$ cat config.mk
export PLATFORM = sky130hd
export DESIGN_NAME = srlatch_seq
export DESIGN_NICKNAME = d
export VERILOG_FILES = /design/src/rtl/srlatch_seq.sv
export SDC_FILE = /design/constraint.sdc
export NUM_CORES = 1
export LEC_CHECK = 0
export BUFFER_PORTS_ARGS = -buffer_cell sky130_fd_sc_hd__buf_4
export CAP_MARGIN = 25
export CELL_PAD_IN_SITES_DETAIL_PLACEMENT = 1
export CELL_PAD_IN_SITES_GLOBAL_PLACEMENT = 1
export CORE_UTILIZATION = 36
export DETAILED_ROUTE_END_ITERATION = 10
export GPL_TIMING_DRIVEN = 0
export PLACE_DENSITY_LB_ADDON = 0.1
export SLEW_MARGIN = 20
export SYNTH_ARGS = -nofsm -noshare
export SYNTH_HDL_FRONTEND = slang
export SYNTH_SLANG_ARGS = --single-unit
$ cat constraint.sdc
create_clock -name clk -period 1.7 [get_ports clk]
set_input_delay 0.34 -clock clk [delete_from_list [all_inputs] [get_ports clk]]
set_output_delay 0.34 -clock clk [all_outputs]
set_load 0.01 [all_outputs]
$ cat src/rtl/srlatch_seq.sv
`default_nettype none
// ============================================================================
//  Module      : srlatch_seq
//  Description : Two-requester sequencer for a bank of four S/R latches.
//                Arbitrates round-robin between requesters A and B, drives
//                a timed set/reset pulse, waits a guard interval, then reads
//                the latch back and reports completion and mismatches.
//  Revision    : 1.0 - initial release
// ============================================================================
module srlatch_seq #(
    parameter int PULSE_W = 2,
    parameter int GUARD_W = 1
) (
    input  logic       clk,
    input  logic       rst,        // asynchronous, active-low
    input  logic       a_valid,
    input  logic       a_op,
    input  logic [1:0] a_idx,
    output logic       a_ready,
    input  logic       b_valid,
    input  logic       b_op,
    input  logic [1:0] b_idx,
    output logic       b_ready,
    output logic [3:0] s,
    output logic [3:0] r,
    input  logic [3:0] q_fb,
    output logic       done,
    output logic       done_id,
    output logic       err,
    output logic [3:0] err_cnt,
    output logic       busy
);

    localparam logic [3:0] c_PULSE_LAST = 4'(PULSE_W - 1);
    localparam logic [3:0] c_GUARD_LAST = 4'(GUARD_W - 1);
    localparam logic [3:0] c_CNT_MAX    = 4'hF;

    typedef enum logic [1:0] {
        IDLE  = 2'd0,
        PULSE = 2'd1,
        GUARD = 2'd2,
        CHECK = 2'd3
    } state_t;

    state_t     r_state;
    logic       r_op;
    logic [1:0] r_idx;
    logic       r_id;
    logic       r_last_grant;   // 0 = A granted last, 1 = B granted last
    logic [3:0] r_cnt;
    logic [3:0] r_s;
    logic [3:0] r_r;
    logic [3:0] r_err_cnt;

    logic       w_idle;
    logic       w_grant_a;
    logic       w_grant_b;
    logic       w_sel_op;
    logic [1:0] w_sel_idx;
    logic [3:0] w_onehot;
    logic       w_mismatch;

    // Round-robin arbitration: on a tie the requester not served last wins
    always_comb begin
        w_idle    = (r_state == IDLE);
        w_grant_a = a_valid && (!b_valid || r_last_grant);
        w_grant_b = b_valid && (!a_valid || !r_last_grant);
        w_sel_op  = w_grant_a ? a_op  : b_op;
        w_sel_idx = w_grant_a ? a_idx : b_idx;
        w_onehot  = 4'b0001 << w_sel_idx;
    end

    assign a_ready = w_idle && w_grant_a;
    assign b_ready = w_idle && w_grant_b;

    // Completion status is decoded from the state register; q_fb is only
    // looked at while in CHECK.
    assign w_mismatch = (q_fb[r_idx] != r_op);
    assign done       = (r_state == CHECK);
    assign done_id    = done && r_id;
    assign err        = done && w_mismatch;
    assign busy       = (r_state != IDLE);
    assign s          = r_s;
    assign r          = r_r;
    assign err_cnt    = r_err_cnt;

    // Sequencer FSM: accept, pulse, guard, check
    always_ff @(posedge clk or negedge rst) begin
        if (!rst) begin
            r_state      <= IDLE;
            r_op         <= 1'b0;
            r_idx        <= 2'd0;
            r_id         <= 1'b0;
            r_last_grant <= 1'b1;
            r_cnt        <= 4'd0;
            r_s          <= 4'd0;
            r_r          <= 4'd0;
            r_err_cnt    <= 4'd0;
        end else begin
            case (r_state)
                IDLE: begin
                    if (a_ready || b_ready) begin
                        r_op         <= w_sel_op;
                        r_idx        <= w_sel_idx;
                        r_id         <= b_ready;
                        r_last_grant <= b_ready;
                        r_cnt        <= c_PULSE_LAST;
                        r_s          <= w_sel_op ? w_onehot : 4'd0;
                        r_r          <= w_sel_op ? 4'd0 : w_onehot;
                        r_state      <= PULSE;
                    end
                end
                PULSE: begin
                    if (r_cnt == 4'd0) begin
                        r_s     <= 4'd0;
                        r_r     <= 4'd0;
                        r_cnt   <= c_GUARD_LAST;
                        r_state <= GUARD;
                    end else begin
                        r_cnt <= r_cnt - 4'd1;
                    end
                end
                GUARD: begin
                    if (r_cnt == 4'd0) begin
                        r_state <= CHECK;
                    end else begin
                        r_cnt <= r_cnt - 4'd1;
                    end
                end
                CHECK: begin
                    if (w_mismatch && (r_err_cnt != c_CNT_MAX)) begin
                        r_err_cnt <= r_err_cnt + 4'd1;
                    end
                    r_state <= IDLE;
                end
                default: begin
                    r_state <= IDLE;
                end
            endcase
        end
    end

endmodule
`default_nettype wire

# After elaboration in Yosys (flattened, before gate mapping)
# Cells that the tools add are included.
[word_totals]
ff_bits = 23
out_inout_bits = 18
in_bits = 14
[classes]
add_sub_neg = 2
magnitude_cmp = 1
eq_ne = 9
reduce_logical = 23
shifts = 1
muxes = 19
[op_table]
columns = ["op", "count"]
rows = [
  ["4-bit 2-to-1 mux", 8],
  ["4-bit one-hot mux with 2 select lines", 2],
  ["4-bit one-hot mux with 3 select lines", 1],
  ["3-bit AND reduction", 3],
  ["2-bit 2-to-1 mux", 4],
  ["2-bit one-hot mux with 4 select lines", 1],
  ["1-bit logical AND", 7],
  ["2-bit inequality test, second input constant", 3],
  ["4-bit by 1-bit adder with 4-bit output, second input constant", 1],
  ["2-bit == test, second input constant", 2],
  ["4-bit zero test", 1],
  ["4-bit inequality test, second input constant", 1],
  ["2-bit AND reduction", 2],
  ["2-bit nonzero test", 2],
  ["1-bit by 2-bit << shifter with 4-bit output, first input constant", 1],
  ["4-bit by 1-bit subtractor with 4-bit output, second input constant", 1],
  ["1-bit zero test", 3],
  ["1-bit logical OR", 3],
  ["2-bit by 3-bit < comparator with 1-bit output, second input constant", 1],
  ["3-bit nonzero test", 1],
  ["1-bit binary-select mux with 2-bit select", 1],
  ["2-bit by 1-bit == test with 1-bit output, second input constant", 1],
  ["2-bit zero test", 1],
  ["1-bit 2-to-1 mux", 2],
  ["2 further kinds", 2],
]

# Logic depth before layout (Yosys ltp)
[depth]
word_depth = 8
mapped_depth = 7

# Worst setup path after synthesis
# Ideal clock, no wire load.
[synth_path]
kind = "register to register"
from = "register r_state[0]"
to = "register r_s[1], in the netlist s[1]"
path_buffers = 0
stages_incl_launch_ff = 7
arrival_ps = 1629
period_less_slack_ps = 1750
setup_slack_ps = -50
required_time_ps = 1578
setup_time_ps = 122
cell_sequence = "dfrtp_1 -> inv_1 -> ha_1 -> or3b_2 -> o21ai_2 -> a211oi_1 -> a32o_1"
[synth_via]
elab_chain_len = 5
elab_cells_between_ends = 10
[synth_lines]
columns = ["element", "line", "text"]
rows = [
  ["start, declared", "45", "state_t r_state;"],
  ["start signal, assigned", "90", "r_state <= IDLE;"],
  ["start signal, assigned", "110", "r_state <= PULSE;"],
  ["start signal, assigned", "118", "r_state <= GUARD;"],
  ["2-bit zero test", "65, 100", ""],
  ["1-bit logical AND, on equally long branches", "73, 74", ""],
  ["1-bit logical OR", "102", "if (a_ready || b_ready) begin"],
  ["2-bit by 1-bit inequality test with 1-bit output (no line)", "n/a", ""],
  ["3-bit AND reduction (no line)", "n/a", ""],
  ["end signal, assigned", "108", "r_s <= w_sel_op ? w_onehot : 4'd0;"],
  ["end, declared", "51", "logic [3:0] r_s;"],
]
# Several ways; a longest one is shown, not always the timed one.
# A chain may end at the register's enable or synchronous reset.

# Worst setup path after layout
[layout_path]
from = "register r_idx[0]"
to = "output port err"
[layout_via]
elab_chain_len = 4
[layout_lines]
columns = ["element", "line", "text"]
rows = [
  ["start, declared", "47", "logic [1:0] r_idx;"],
  ["start signal, assigned", "104", "r_idx <= w_sel_idx;"],
  ["1-bit binary-select mux with 2-bit select", "78", "assign w_mismatch = (q_fb[r_idx] != r_op);"],
  ["1-bit 2-to-1 mux (not written as such)", "78", ""],
  ["1-bit inequality test", "78", ""],
  ["1-bit logical AND", "81", "assign err = done && w_mismatch;"],
  ["end, declared", "29", "output logic err,"],
]
# Every way passes these cells. The select of a mux whose other input is x is not followed.

==> qor.yml <==
outcome:
  status: "complete, but fails checks"
  violations: "negative setup slack"
detailed_routing:
  via_per_inst: 5.27
  drt_pass1_iterations: 3
  drt_iter0_markers: 26
  ant_nets: 0
  finalWirelength_mm: 4.13
  wire_per_inst_um: 18.1
  route.detailed.drc: 0
  vias: 1201
hold_path:
  min_path_type: "input pin to flop"
  hp-start: "a_valid"
critical_path:
  crit_type: "flop to output port"
  critPathCaptureType: "output port"
  cp_data_arrival_time_ns: 1.67
  crit_fanout: 2
  startpoint: "r_idx[0]$_DFFE_PN0P_"
  cp.required_ns: 1.36
  cp-start-kind: "flop"
  r2r-start: "r_idx[0]$_DFFE_PN0P_"
yosys:
  synth_warnings: 0
  synth_area_leaders: "dfrtp_1, ha_1, nand2_1"
  syn_area_um2: 1280
  ys.flop_type: "dfrtp_1"
  yosysTopAreaCellShare: 0.429
  synth-seq-area-share: 0.449
  async_reset_ff_frac: 1.00
  synth_cell_types: 38
  yosysTopAreaCell: "dfrtp_1"
  syn_avg_cell_area_um2: 10.8
  ys_seq_elements: 23
  syn_inst: 119
  synth_edf_count: 0
  synth_fp_nets: 141
timing:
  final_hold_viol_count: 0
  fin_skew_ns: 0.00742
  setup_viol: 17
  finalSetupTns_ns: -0.939
  worst_pin_slew_ns: 0.588
  min_period_over_period: 1.18
  maxSlewHeadroom: 0.604
  rsz0062_at_grt: "true"
  timing.fmax_mhz: 497
  slew_violations: 0
  min_period_ns: 2.01
  setup_ws_ns: -0.310
floorplan:
  initial_core_util: 0.382
  core.rowCount: 21
  die-area_um2: 3810
  die_w_um: 61.7
  ioPinCount: 32
  fp.dieH_um: 61.7
  core_area_um2: 3360
placed_design:
  dp_hpwl_mm: 2.32
  portBuffers: 31
  pre_cts_ws_ns: -0.224
  place.gp.congestion: 0.679
clocking:
  cts_tree: "yes"
  htree_levels: 1
  cts_buffer_depth: 2
  numCtsBuffers: 3
  root_buffer: "clkbuf_4"
  clock_latency_ns: 0.31
  cts_sinks: 23
  path_clk_slew_ns: 0.14
final_layout:
  finalCoreUtilization: 0.651
  area_delta_synth_final_pct: 70.5
  ff_latch_area_um2: 577
  final.fill_count: 349
  multiInputGateArea_um2: 1010
  fin_nets: 205
  layout_common_cells: "buf_4, dfrtp_1, buf_6"
  mostFrequentLayoutCell: "buf_4"
  layout-drive-gt1-share: 0.637
  diodes: 0
global_route:
  grt_pass1_wl_mm: 5.23
  grt_pass1_vias: 1165
  grt.total_usage: 0.189
  grt_overflow_total: 0
  antenna_found_initial: 0
  grt_max_degree: 24
power:
  p_total_mw: 4.36
  switchingPower_mw: 1.86
  vdd_ir_drop_max_mv: 0.954
  p_int_mw: 2.50
  pwr-share-clk: 0.061
  leakagePower_nw: 1.05
  combPwrFrac: 0.710
  pwr-share-seq: 0.229
  swShare: 0.426
  p_per_area_nw_per_um2: 1990
job:
  drv_cap: 0
sequential cells by signal (all words and copies together), names as in the netlist:
name          flops
r_id              1
r_cnt             4
r                 4
r_op              1
r_state           2
r_idx             2
err_cnt           4
r_last_grant      1
s                 4
cell type report:
class | count | area share
multi-input combinational | 88 | 0.460
sequential | 23 | 0.264
timing repair buffer | 59 | 0.221
tap | 46 | 0.0263
clock buffer | 4 | 0.0120
inverter | 7 | 0.0120
buffer | 1 | 0.00515
worst max-delay path, stage by stage, from the launching register on:
cell and delay (ns):
dfrtp_1 0.39, mux4_2 0.57, xnor2_4 0.16, nor2b_2 0.11, buf_4 0.12
through the flow:
stage                     hold slack (ns)  cell area (um2)  instances
after floorplan                    0.0444             1300        119
after global placement              0.254             1590        196
after detailed placement            0.257             1590        196
after CTS                           0.383             1910        216
after global routing                0.393             2190        228
final                               0.407             2190        228
synthesized netlist by cell type (2+ instances only):
| library cell | count |
|---|---|
| o41ai_1 | 5 |
| a22o_1 | 2 |
| o21ai_0 | 6 |
| a21o_1 | 4 |
| mux2_1 | 2 |
| a21oi_1 | 3 |
| nand2b_1 | 4 |
| a32o_1 | 3 |
| ha_1 | 8 |
| dfrtp_1 | 22 |
| mux2_2 | 3 |
| nand3_1 | 4 |
| nor2b_1 | 3 |
| nor2_1 | 7 |
| nand2_1 | 12 |
| mux2i_1 | 3 |
| inv_1 | 7 |
power by group through the flow:
stage,Sequential [mW],Combinational (mW),Clock [mW]
2_1_floorplan,0.981,1.10,0
3_3_place_gp,0.968,1.60,0
3_5_place_dp,0.981,1.66,0
4_1_cts,0.970,2.40,0.266
5_1_grt,1.03,3.33,0.295
6_report,0.999,3.10,0.266
cell families after synthesis:
logic type	Yosys count	synth area share
AOI/OAI and AO/OA	30	0.177
muxes	10	0.0965
xor gates and xnor gates	2	0.0195
buffers and inverters	8	0.0244
and+or+nand+nor	38	0.155
DFF	23	0.449
adders and majority gates	8	0.0780
metal layers:
layer / GRT usage / vias up / share of wire
li1: - / 566 / -
met1: 0.220 / 608 / 0.42
met2: 0.358 / 21 / 0.54
met3: 0.0248 / 6 / 0.022
met4: 0.0571 / 0 / 0.013
met5: 0 / - / 0
timing repair:
| action | 4_1_cts | 5_1_grt |
|---|---|---|
| pin swaps | 7 | 17 |
| buffers inserted | 15 | 13 |
| endpoints found under the setup margin | 17 | 21 |
| endpoints found under the hold margin | 22 | 0 |
| hold buffers | 1 | 0 |
| cloned | 0 | 1 |
| resized for setup | 40 | 41 |
path summary, 6_finish.rpt:
path	to	depth (start not counted)	slack, ns
setup / recovery	err	4	-0.31
hold / removal	r_id$_DFFE_PN0P_	3	0.41
setup reg to reg	err_cnt[1]$_DFFE_PN0P_	5	-0.09
hold reg to reg	r_id$_DFFE_PN0P_	1	0.51
max in group asynchronous	r_last_grant$_DFFE_PN1P_	2	0.95
min in group asynchronous	err_cnt[2]$_DFFE_PN0P_	2	0.46
(Power assumes the default switching activity.)
